===== config.mk =====
export PLATFORM = sky130hd
export DESIGN_NAME = pwm_hbridge_driver
export DESIGN_NICKNAME = d
export VERILOG_FILES = /design/src/rtl/pwm_drv_pkg.sv /design/src/rtl/pwm_chan_ctrl.sv /design/src/rtl/pwm_hbridge_driver.sv
export SDC_FILE = /design/constraint.sdc
export NUM_CORES = 1
export LEC_CHECK = 0
export ABC_AREA = 1
export CAP_MARGIN = 20
export CORE_ASPECT_RATIO = 1.4
export CORE_MARGIN = 2
export CORE_UTILIZATION = 50
export DETAILED_ROUTE_END_ITERATION = 7
export PLACE_DENSITY = 0.66
export SLEW_MARGIN = 20
export SYNTH_ARGS = -nofsm -noshare
export SYNTH_HDL_FRONTEND = slang
export SYNTH_SLANG_ARGS = --single-unit

===== constraint.sdc =====
create_clock -name clk -period 4.99 [get_ports clk]
set_input_delay 0.998 -clock clk [delete_from_list [all_inputs] [get_ports clk]]
set_output_delay 0.998 -clock clk [all_outputs]
set_load 0.05 [all_outputs]

===== src/rtl/pwm_drv_pkg.sv =====
// Shared definitions for the PWM H-bridge driver: channel FSM encoding,
// derived timing constants and the width helper.
package pwm_drv_pkg;

    typedef enum logic [2:0] {
        IDLE = 3'd0,
        FWD  = 3'd1,
        REV  = 3'd2,
        DEAD = 3'd3,
        STOP = 3'd4
    } chan_state_t;

    function automatic int clog2(input int value);
        int r;
        int v;
        r = 0;
        v = value - 1;
        while (v > 0) begin
            r++;
            v = v >>> 1;
        end
        return r;
    endfunction

    function automatic int calc_period(input int clk_freq, input int pwm_freq);
        return clk_freq / pwm_freq - 1;
    endfunction

    function automatic int calc_thr(input int pct, input int period);
        return pct * (period + 1) / 100;
    endfunction

    localparam int PWM_PERIOD = calc_period(27_000_000, 27_000);
    localparam int THR_MIN    = calc_thr(20, PWM_PERIOD);
    localparam int THR_MAX    = calc_thr(80, PWM_PERIOD);

endpackage


===== src/rtl/pwm_chan_ctrl.sv =====
// One motor channel: command capture, magnitude/threshold pipeline, slew-limited
// shadow threshold, direction FSM with dead time, and registered bridge outputs.
module pwm_chan_ctrl
    import pwm_drv_pkg::*;
#(
    parameter int DATA_WIDTH  = 16,
    parameter int CNT_W       = 10,
    parameter int THR_LO      = 200,
    parameter int THR_HI      = 800,
    parameter int CMD_MAX     = 1024,
    parameter int DEADBAND    = 8,
    parameter int DEAD_CYCLES = 27,
    parameter int SLEW_STEP   = 50
) (
    input  logic                  clk,
    input  logic                  rst,
    input  logic                  beat_en,
    input  logic [DATA_WIDTH-1:0] beat_data,
    input  logic [CNT_W-1:0]      cnt,
    input  logic                  wrap,
    input  logic                  stop,
    input  logic                  brake_mode,
    output logic                  in1,
    output logic                  in2,
    output logic                  busy
);

    localparam int PROD_W = DATA_WIDTH + clog2(THR_HI);
    localparam int DEAD_W = clog2(DEAD_CYCLES + 1);

    localparam logic [DATA_WIDTH-1:0] MOST_NEG    = {1'b1, {(DATA_WIDTH-1){1'b0}}};
    localparam logic [DATA_WIDTH-1:0] MAG_POS_MAX = {1'b0, {(DATA_WIDTH-1){1'b1}}};
    localparam logic [DATA_WIDTH-1:0] MAG_CLAMP   = DATA_WIDTH'(CMD_MAX);
    localparam logic [DATA_WIDTH-1:0] MAG_DB      = DATA_WIDTH'(DEADBAND);
    localparam logic [CNT_W-1:0]      STEP        = CNT_W'(SLEW_STEP);

    logic [DATA_WIDTH-1:0] cmd;
    logic [DATA_WIDTH-1:0] abs_v;
    logic [DATA_WIDTH-1:0] mag_v;
    logic [DATA_WIDTH-1:0] mag;
    logic                  sign_m;
    logic [PROD_W-1:0]     prod;
    logic [CNT_W-1:0]      target_v;
    logic [CNT_W-1:0]      target;
    logic                  sign_t;
    logic [CNT_W-1:0]      active;
    logic [CNT_W-1:0]      slew_v;
    logic                  hold_zero;
    chan_state_t           state;
    chan_state_t           state_nxt;
    logic [DEAD_W-1:0]     dead_cnt;
    logic [DEAD_W-1:0]     dead_nxt;

    // The most-negative command has no positive twin, so it saturates first.
    always_comb begin
        abs_v = cmd;
        if (cmd == MOST_NEG) begin
            abs_v = MAG_POS_MAX;
        end else if (cmd[DATA_WIDTH-1]) begin
            abs_v = (~cmd) + DATA_WIDTH'(1);
        end
        mag_v = abs_v;
        if (abs_v > MAG_CLAMP) begin
            mag_v = MAG_CLAMP;
        end
        if (abs_v < MAG_DB) begin
            mag_v = '0;
        end
    end

    always_comb begin
        prod     = PROD_W'(mag) * PROD_W'(THR_HI - THR_LO);
        target_v = '0;
        if (mag != '0) begin
            target_v = CNT_W'(THR_LO) + CNT_W'(prod / PROD_W'(CMD_MAX));
        end
    end

    always_ff @(posedge clk) begin
        if (rst) begin
            cmd    <= '0;
            mag    <= '0;
            sign_m <= 1'b0;
            target <= '0;
            sign_t <= 1'b0;
        end else begin
            if (beat_en) begin
                cmd <= beat_data;
            end
            mag    <= mag_v;
            sign_m <= cmd[DATA_WIDTH-1];
            target <= target_v;
            sign_t <= sign_m;
        end
    end

    // Candidate threshold for the next wrap; never steps past the target.
    always_comb begin
        slew_v = active;
        if (SLEW_STEP == 0) begin
            slew_v = target;
        end else if (target > active) begin
            slew_v = ((target - active) > STEP) ? active + STEP : target;
        end else if (active > target) begin
            slew_v = ((active - target) > STEP) ? active - STEP : target;
        end
    end

    always_comb begin
        state_nxt = state;
        dead_nxt  = dead_cnt;
        unique case (state)
            IDLE: begin
                if (wrap && (slew_v != '0)) begin
                    state_nxt = sign_t ? REV : FWD;
                end
            end
            FWD: begin
                if (sign_t) begin
                    state_nxt = DEAD;
                    dead_nxt  = DEAD_W'(DEAD_CYCLES - 1);
                end else if (wrap && (slew_v == '0)) begin
                    state_nxt = IDLE;
                end
            end
            REV: begin
                if (!sign_t) begin
                    state_nxt = DEAD;
                    dead_nxt  = DEAD_W'(DEAD_CYCLES - 1);
                end else if (wrap && (slew_v == '0)) begin
                    state_nxt = IDLE;
                end
            end
            DEAD: begin
                if (dead_cnt == '0) begin
                    if (target == '0) begin
                        state_nxt = IDLE;
                    end else begin
                        state_nxt = sign_t ? REV : FWD;
                    end
                end else begin
                    dead_nxt = dead_cnt - DEAD_W'(1);
                end
            end
            STOP: begin
                if (!stop) begin
                    state_nxt = IDLE;
                end
            end
            default: state_nxt = IDLE;
        endcase
        if (stop) begin
            state_nxt = STOP;
        end
        hold_zero = (state_nxt == DEAD) || (state_nxt == STOP) || (state == STOP);
    end

    always_ff @(posedge clk) begin
        if (rst) begin
            state    <= IDLE;
            dead_cnt <= '0;
            active   <= '0;
        end else begin
            state    <= state_nxt;
            dead_cnt <= dead_nxt;
            if (hold_zero) begin
                active <= '0;
            end else if (wrap) begin
                active <= slew_v;
            end
        end
    end

    always_ff @(posedge clk) begin
        if (rst) begin
            in1  <= 1'b0;
            in2  <= 1'b0;
            busy <= 1'b0;
        end else begin
            in1  <= 1'b0;
            in2  <= 1'b0;
            busy <= (state == DEAD);
            unique case (state)
                FWD:     in1 <= (cnt < active);
                REV:     in2 <= (cnt < active);
                STOP: begin
                    in1 <= brake_mode;
                    in2 <= brake_mode;
                end
                default: ;
            endcase
        end
    end

endmodule


===== src/rtl/pwm_hbridge_driver.sv =====
// Multi-channel PID-to-H-bridge PWM driver: shared period counter, beat
// address decode, and one pwm_chan_ctrl per motor.
module pwm_hbridge_driver
    import pwm_drv_pkg::*;
#(
    parameter int NUM_CHN      = 4,
    parameter int DATA_WIDTH   = 16,
    parameter int CHN_WIDTH    = 3,
    parameter int CLK_FREQ     = 27_000_000,
    parameter int PWM_FREQ     = 27_000,
    parameter int DUTY_MIN_PCT = 20,
    parameter int DUTY_MAX_PCT = 80,
    parameter int CMD_MAX      = 1024,
    parameter int DEADBAND     = 8,
    parameter int DEAD_CYCLES  = 27,
    parameter int SLEW_STEP    = 50
) (
    input  logic                  clk,
    input  logic                  rst,
    input  logic                  u_valid,
    input  logic [CHN_WIDTH-1:0]  u_chn,
    input  logic [DATA_WIDTH-1:0] u_data,
    input  logic [NUM_CHN-1:0]    stop,
    input  logic                  brake_mode,
    output logic [NUM_CHN-1:0]    motor_in1,
    output logic [NUM_CHN-1:0]    motor_in2,
    output logic                  period_start,
    output logic [NUM_CHN-1:0]    dir_busy
);

    localparam int CNT_MAX = calc_period(CLK_FREQ, PWM_FREQ);
    localparam int THR_LO  = calc_thr(DUTY_MIN_PCT, CNT_MAX);
    localparam int THR_HI  = calc_thr(DUTY_MAX_PCT, CNT_MAX);
    // One extra code so a 100% threshold still fits beside the counter.
    localparam int CNT_W   = clog2(CNT_MAX + 2);

    logic [CNT_W-1:0]   cnt;
    logic               wrap;
    logic               chn_ok;
    logic [NUM_CHN-1:0] beat_en;

    assign wrap   = (cnt == CNT_W'(CNT_MAX));
    assign chn_ok = (int'(u_chn) < NUM_CHN);

    always_ff @(posedge clk) begin
        if (rst) begin
            cnt          <= '0;
            period_start <= 1'b0;
        end else begin
            cnt          <= wrap ? '0 : cnt + CNT_W'(1);
            period_start <= (cnt == '0);
        end
    end

    for (genvar g = 0; g < NUM_CHN; g++) begin : g_chan
        assign beat_en[g] = u_valid && chn_ok && (u_chn == CHN_WIDTH'(g));

        pwm_chan_ctrl #(
            .DATA_WIDTH (DATA_WIDTH),
            .CNT_W      (CNT_W),
            .THR_LO     (THR_LO),
            .THR_HI     (THR_HI),
            .CMD_MAX    (CMD_MAX),
            .DEADBAND   (DEADBAND),
            .DEAD_CYCLES(DEAD_CYCLES),
            .SLEW_STEP  (SLEW_STEP)
        ) u_chan (
            .clk       (clk),
            .rst       (rst),
            .beat_en   (beat_en[g]),
            .beat_data (u_data),
            .cnt       (cnt),
            .wrap      (wrap),
            .stop      (stop[g]),
            .brake_mode(brake_mode),
            .in1       (motor_in1[g]),
            .in2       (motor_in2[g]),
            .busy      (dir_busy[g])
        );
    end

endmodule

After elaboration in Yosys (flattened, before gate mapping):

Index checks and enable logic that the tools add are counted.

* register bits: 271
* input bits: 27
* output and inout port bits: 13
* word-level logic and storage cells: 324

* add/subtract/negate cells: 29
* $mul: 4
* order comparisons: 29
* eq/ne operators: 44
* muxes and demuxes: 88
* bitwise gates (word level): 8
* reductions and logical operators: 72

Operator list (count)
* two-way mux 10 bit: 16
* two-way mux 16 bit: 8
* zero test 10 bit: 9
* two-way mux 3 bit: 28
* greater-than comparator 10 bit: 8
* greater-than comparator 10 x 6 -> 1 bit (second input constant): 8
* subtractor 10 bit: 8
* multiplier 16 x 7 -> 17 bit (second input constant): 4
* adder 16 x 1 -> 16 bit (second input constant): 4
* == test 16 bit (second input constant): 4
* greater-than comparator 16 x 11 -> 1 bit (second input constant): 4
* < comparator 16 x 4 -> 1 bit (second input constant): 4
* inverter 16 bit: 4
* nonzero test 16 bit: 4
* two-way mux 5 bit: 12
* case mux 5 bit (3 select lines): 4
* case mux 3 bit (4 select lines): 4
* two-way mux 11 bit: 4
* == test 3 x 2 -> 1 bit (second input constant): 14
* adder 10 x 6 -> 10 bit (second input constant): 4
* adder 8 x 10 -> 10 bit (first input constant): 4
* < comparator 10 bit: 4
* nonzero test 10 bit: 4
* subtractor 10 x 6 -> 10 bit (second input constant): 4
* 19 further kinds: 103

Logic depth before layout (Yosys ltp):

* depth after elaboration: 15
* depth in mapped cells: 30
* depth with buffers taken out: 29

By module:

From an unflattened synthesis, not the netlist that was laid out.

* cells, all modules: 3984
* area total of the unflattened synthesis: 27022.2 um2

Modules (own cells, without submodules)
* pwm_chan_ctrl (g_chan[3].u_chan): times used 1, cells an instance 985, area each 6780.3 um2, sequential area each 1301.2 um2
* pwm_chan_ctrl (g_chan[2].u_chan): times used 1, cells an instance 985, area each 6681.4 um2, sequential area each 1301.2 um2
* pwm_chan_ctrl (g_chan[0].u_chan): times used 1, cells an instance 962, area each 6503.7 um2, sequential area each 1301.2 um2
* pwm_chan_ctrl (g_chan[1].u_chan): times used 1, cells an instance 970, area each 6473.7 um2, sequential area each 1301.2 um2
* pwm_hbridge_driver: times used 1, cells an instance 82, area each 583.1 um2, sequential area each 220.2 um2

Least setup slack after synthesis:

No wires, ideal clock.

* kind: register to register
* start: register g_chan[1].u_chan.mag[4]
* end: register g_chan[1].u_chan.target[9]
* library setup time: 0.115 ns
* data arrival time: 3.814 ns
* data required time: 4.875 ns
* slack: 1.061 ns
* stages on the path, launching flop included: 23
* path buffers: 0
* clock period less this slack: 3.929 ns
* path through: dfxtp_1 ha_1 ha_1 inv_1 fa_1 fa_1 inv_1 ha_1 inv_1 nor2_1 nor2_1 nor2_1 nor2_1 nor2_1 nor2_1 o21bai_1 xnor2_1 inv_1 ha_1 nand2_1 nand3_1 a21oi_1 nor2_1

* longest elaborated chain between the ends: 3
* elaborated cells between the ends (all ways): 5
* those cells by class: add/sub: 1; mul: 1; bitwise: 1; reduce/logical: 2

RTL lines
* start, declared: RTL line pwm_chan_ctrl.sv:40 `logic [DATA_WIDTH-1:0] mag;`
* start signal, assigned: RTL line pwm_chan_ctrl.sv:90 `mag <= mag_v;`
* parallel branches: the longest is 3 deep, another holds multiplier 16 x 7 -> 17 bit
* end signal, assigned: RTL line pwm_chan_ctrl.sv:92 `target <= target_v;`
* end, declared: RTL line pwm_chan_ctrl.sv:44 `logic [CNT_W-1:0] target;`

Parallel ways; which one is timed is not known.
A chain may end at the register's enable or synchronous reset.

Worst setup path in the final report:

Ends and elaborated chain as after synthesis.

==> run summary <==
CTS
---------------------------------------------------------------------------------
Clock network latency to the later pin of the worst-skew pair ......      0.59 ns
Clock Path Buffers .................................................            3
Clk sink count .....................................................          271
Register clock-pin slew on the reported worst setup and hold paths .      0.06 ns
CTS Hold Bufs ......................................................            0
Max H-tree Level ...................................................            1
Cells resized by post-CTS repair ...................................            0
Postcts setup bufs .................................................            0
Clock buffer count from CTS ........................................           30
Clk Tree Root Cell ................................................. sky130_fd_sc_hd__clkbuf_16
TritonCTS clock tree ...............................................         done

ROUTING
---------------------------------------------------------------------------------
Avg WL per Cell ....................................................      14.2 um
Routed via count ...................................................        23700
Violation count after the first detailed-route iteration ...........         1319
Post-detailed-route via-to-cell ratio ..............................         5.25
Drt pass-1 iters ...................................................            6
Final wirelength ...................................................     64200 um
Post-detailed-route count of antenna-violating nets ................            0
Number of DRC violations after detailed routing ....................            0

SETUP PATH
---------------------------------------------------------------------------------
Reg2reg setup slack ................................................      0.75 ns
Setup crit end ..................................................... g_chan[1].u_chan.target[9]$_SDFF_PP0_
R2r startpoint ..................................................... g_chan[1].u_chan.mag[4]$_SDFF_PP0_
CP startpoint kind .................................................    flip-flop
Setup crit start ................................................... g_chan[1].u_chan.mag[4]$_SDFF_PP0_
Worst R2R End ...................................................... g_chan[1].u_chan.target[9]$_SDFF_PP0_
Startpoint-to-endpoint class of the critical path ..................      reg2reg
Worst endpoint data arrival time ...................................      4.73 ns
Maximum fanout count along the critical path .......................            5
Worst path required time ...........................................      5.48 ns
FF-to-FF path depth ................................................           22
Setup crit end kind ................................................    flip-flop

YOSYS
---------------------------------------------------------------------------------
Proportion of synthesized chip area in sequential cells ............        20.9%
Avg Synthesized Cell Area ..........................................    6.76 um^2
Post-synthesis register bit count ..................................          271
Async set-or-reset flop fraction in the synthesized netlist ........           0%
Number of different library cells in the post-synthesis netlist ....           61
Leading post-synthesis cells by cell area .......................... sky130_fd_sc_hd__dfxtp_1, sky130_fd_sc_hd__ha_1, sky130_fd_sc_hd__nand2_1, sky130_fd_sc_hd__inv_1, sky130_fd_sc_hd__fa_1
Number of enable flip-flop cells after synthesis ...................            0
YS warnings ........................................................            0
Top cells by instance count after synthesis ........................ sky130_fd_sc_hd__nand2_1, sky130_fd_sc_hd__inv_1, sky130_fd_sc_hd__nor2_1, sky130_fd_sc_hd__ha_1, sky130_fd_sc_hd__nand3_1
Synthesized instance count .........................................         3836
Most common cell in the netlist .................................... sky130_fd_sc_hd__nand2_1
Library cell occupying the most area in the post-synthesis netlist . sky130_fd_sc_hd__dfxtp_1
Dominant register cell in the synthesized netlist .................. sky130_fd_sc_hd__dfxtp_1
Share of the synthesized area in the top cell type .................        20.9%
Post-synthesis cell area ...........................................  0.0259 mm^2

PWR
---------------------------------------------------------------------------------
Ratio of total power to cell area ..................................  363 mW/mm^2
Highest ir drop seen on vdd ........................................     0.245 mV
Final Power ........................................................     10100 uW
Static leakage .....................................................    0.0140 uW

GLOBAL ROUTE
---------------------------------------------------------------------------------
Sum of overflow across all layers after global routing .............            0
M2 GR Usage ........................................................        44.5%
Overall track demand over capacity in global routing ...............        24.3%
Global-route wire length before repair .............................    109000 um
Via count of the first global-routing pass .........................        22900
Routing usage on met3 ..............................................        2.51%
Pin count of the biggest net entering global routing ...............           72
Number of antenna violations at the first check in global routing ..            2
Most Used Layer, Global Route ......................................         met2
Met1 capacity usage during global routing ..........................        29.2%

TIMING
---------------------------------------------------------------------------------
Final number of max-transition violations ..........................            0
Final sum of negative setup slack ..................................         0 ns
Headroom to the max-slew limit .....................................        35.3%
Clock skew after layout ............................................    0.0262 ns
Final period demand of the worst path ..............................      4.24 ns
RSZ-0062 raised after global routing ...............................        false
Period utilization .................................................        84.9%
Hold Vio Cnt, Final ................................................            0
Slew at the pin with the worst max-slew slack ......................     0.968 ns
Final setup violation count ........................................            0
Max Clk Rate .......................................................      236 MHz

FINISH
---------------------------------------------------------------------------------
Final antenna diode count ..........................................            0
Final non-filler cell total ........................................         4516
Syn-to-layout area delta ...........................................        7.30%
Final layout net count .............................................         4263
Fraction of final layout cells with drive strength greater than 1 ..        5.61%

FLOORPLAN
---------------------------------------------------------------------------------
Area of the die ....................................................  0.0537 mm^2
FP Rows ............................................................           98
Width of the die ...................................................       196 um
Initial core utilization ...........................................        50.7%
Core Area ..........................................................  0.0511 mm^2
Vertical die dimension .............................................       273 um
Count of boundary I/O pins .........................................           40

PLACED DESIGN
---------------------------------------------------------------------------------
Final estimated routing congestion in global placement .............        0.927
Placed wire-length estimate after detailed placement ...............     51200 um
Dpl cells ..........................................................         4460
I/O Buffers ........................................................           39

OUTCOME
---------------------------------------------------------------------------------
Status ............................................................. finished clean

MIN PATH
---------------------------------------------------------------------------------
Path type of the worst min-delay path ..............................      reg2reg
Depth of the worst hold-timing path ................................            2

RUN
---------------------------------------------------------------------------------
Max_cap viols ......................................................            0

cell usage in the layout (no fill, tap or decap), types with 17 or more instances in the layout:
cell,instances
sky130_fd_sc_hd__xnor2_1,39
sky130_fd_sc_hd__o21ai_0,198
sky130_fd_sc_hd__nand2_1,770
sky130_fd_sc_hd__conb_1,20
sky130_fd_sc_hd__fa_1,88
sky130_fd_sc_hd__nor2_2,56
sky130_fd_sc_hd__a21oi_1,249
sky130_fd_sc_hd__inv_1,683
sky130_fd_sc_hd__nand2_2,25
sky130_fd_sc_hd__nor4_1,30
sky130_fd_sc_hd__clkdlybuf4s50_1,38
sky130_fd_sc_hd__nand3_1,284
sky130_fd_sc_hd__nor3_1,92
sky130_fd_sc_hd__ha_1,306
sky130_fd_sc_hd__dfxtp_1,271
sky130_fd_sc_hd__inv_2,17
sky130_fd_sc_hd__xor2_1,97
sky130_fd_sc_hd__clkbuf_16,30
sky130_fd_sc_hd__nand4_1,63
sky130_fd_sc_hd__nor2_1,307
worst max-delay path, stage by stage, from the launching register on:
cell and delay [ns]:
sky130_fd_sc_hd__dfxtp_1 0.43, sky130_fd_sc_hd__ha_1 0.27, sky130_fd_sc_hd__ha_1 0.27, sky130_fd_sc_hd__inv_1 0.05, sky130_fd_sc_hd__fa_1 0.49, sky130_fd_sc_hd__fa_1 0.51, sky130_fd_sc_hd__inv_1 0.04, sky130_fd_sc_hd__ha_1 0.30
sky130_fd_sc_hd__inv_1 0.07, sky130_fd_sc_hd__nor2_1 0.13, sky130_fd_sc_hd__nor2_1 0.06, sky130_fd_sc_hd__nor2_1 0.15, sky130_fd_sc_hd__nor2_1 0.06, sky130_fd_sc_hd__nor2_1 0.13, sky130_fd_sc_hd__nor2_1 0.09, sky130_fd_sc_hd__o21bai_1 0.23
sky130_fd_sc_hd__xnor2_1 0.15, sky130_fd_sc_hd__inv_1 0.07, sky130_fd_sc_hd__ha_1 0.20, sky130_fd_sc_hd__nand2_1 0.10, sky130_fd_sc_hd__nand3_1 0.12, sky130_fd_sc_hd__a21oi_1 0.15, sky130_fd_sc_hd__nor2_1 0.05
cell families after synthesis:
family / after synthesis / share of synthesized area [%]
adders and majority gates: 394 / 21.6
xor gates and xnor gates: 136 / 4.59
AOI/OAI and AO/OA: 540 / 11.4
buffers and inverters: 796 / 12.0
other: 1 / 0.0145
and+or+nand+nor: 1698 / 29.5
DFF: 271 / 20.9
flip-flops by register name, summed over array words and instances, names as in the netlist, 10 cells and up:
name	cells
g_chan.u_chan.dead_cnt	20
g_chan.u_chan.mag	64
cnt	10
g_chan.u_chan.target	40
g_chan.u_chan.cmd	64
g_chan.u_chan.active	40
g_chan.u_chan.state	12
area by class of cell:
cell class                      instances  area (um^2)
Clock buffer                           33          792
Clock inverter                         23          249
Fill cell                            5150        23300
Inverter                              706         2650
Multi-Input combinational cell       2788        17500
Sequential cell                       271         5430
Tap cell                              650          813
Timing Repair Buffer                   45          430
how the worst min path moves through the flow:
stage	startpoint	slack, ns	endpoint
5_1_grt	g_chan[0].u_chan.sign_m$_SDFF_PP0_	0.44	g_chan[0].u_chan.sign_t$_SDFF_PP0_
2_1_floorplan	g_chan[0].u_chan.sign_m$_SDFF_PP0_	0.39	g_chan[0].u_chan.sign_t$_SDFF_PP0_
3_5_place_dp	g_chan[0].u_chan.sign_m$_SDFF_PP0_	0.41	g_chan[0].u_chan.sign_t$_SDFF_PP0_
3_3_place_gp	g_chan[0].u_chan.sign_m$_SDFF_PP0_	0.39	g_chan[0].u_chan.sign_t$_SDFF_PP0_
6_report	g_chan[1].u_chan.sign_m$_SDFF_PP0_	0.43	g_chan[1].u_chan.sign_t$_SDFF_PP0_
4_1_cts	g_chan[0].u_chan.sign_m$_SDFF_PP0_	0.44	g_chan[0].u_chan.sign_t$_SDFF_PP0_
layer usage:
metal / routed length [um] / share of wire, % / vias to the layer above
li1: - / - / 12300
met1: 27500 / 43 / 10800
met2: 31600 / 49 / 487
met3: 2660 / 4.1 / 159
met4: 2380 / 3.7 / 4
met5: 27 / 0.042 / -
report_power, final:
group,switching (uW),internal [uW],leakage [uW]
logic,3520,1730,0.0113
registers,216,2310,0.00221
clock network,1000,1320,0.000520
through the flow:
stage / worst slack, ns / cell area, um^2 / hold WS (ns) / utilization, %
after global routing: 0.275 / 27800 / 0.442 / 54.4
after CTS: 0.733 / 27800 / 0.437 / 54.4
final: 0.751 / 27800 / 0.429 / 54.4
after floorplan: 1.06 / 26000 / 0.388 / -
after detailed placement: 0.755 / 26800 / 0.413 / 52.4
after global placement: 0.818 / 26800 / 0.390 / 52.4
No activity file was read; power rests on OpenSTA's default activity.
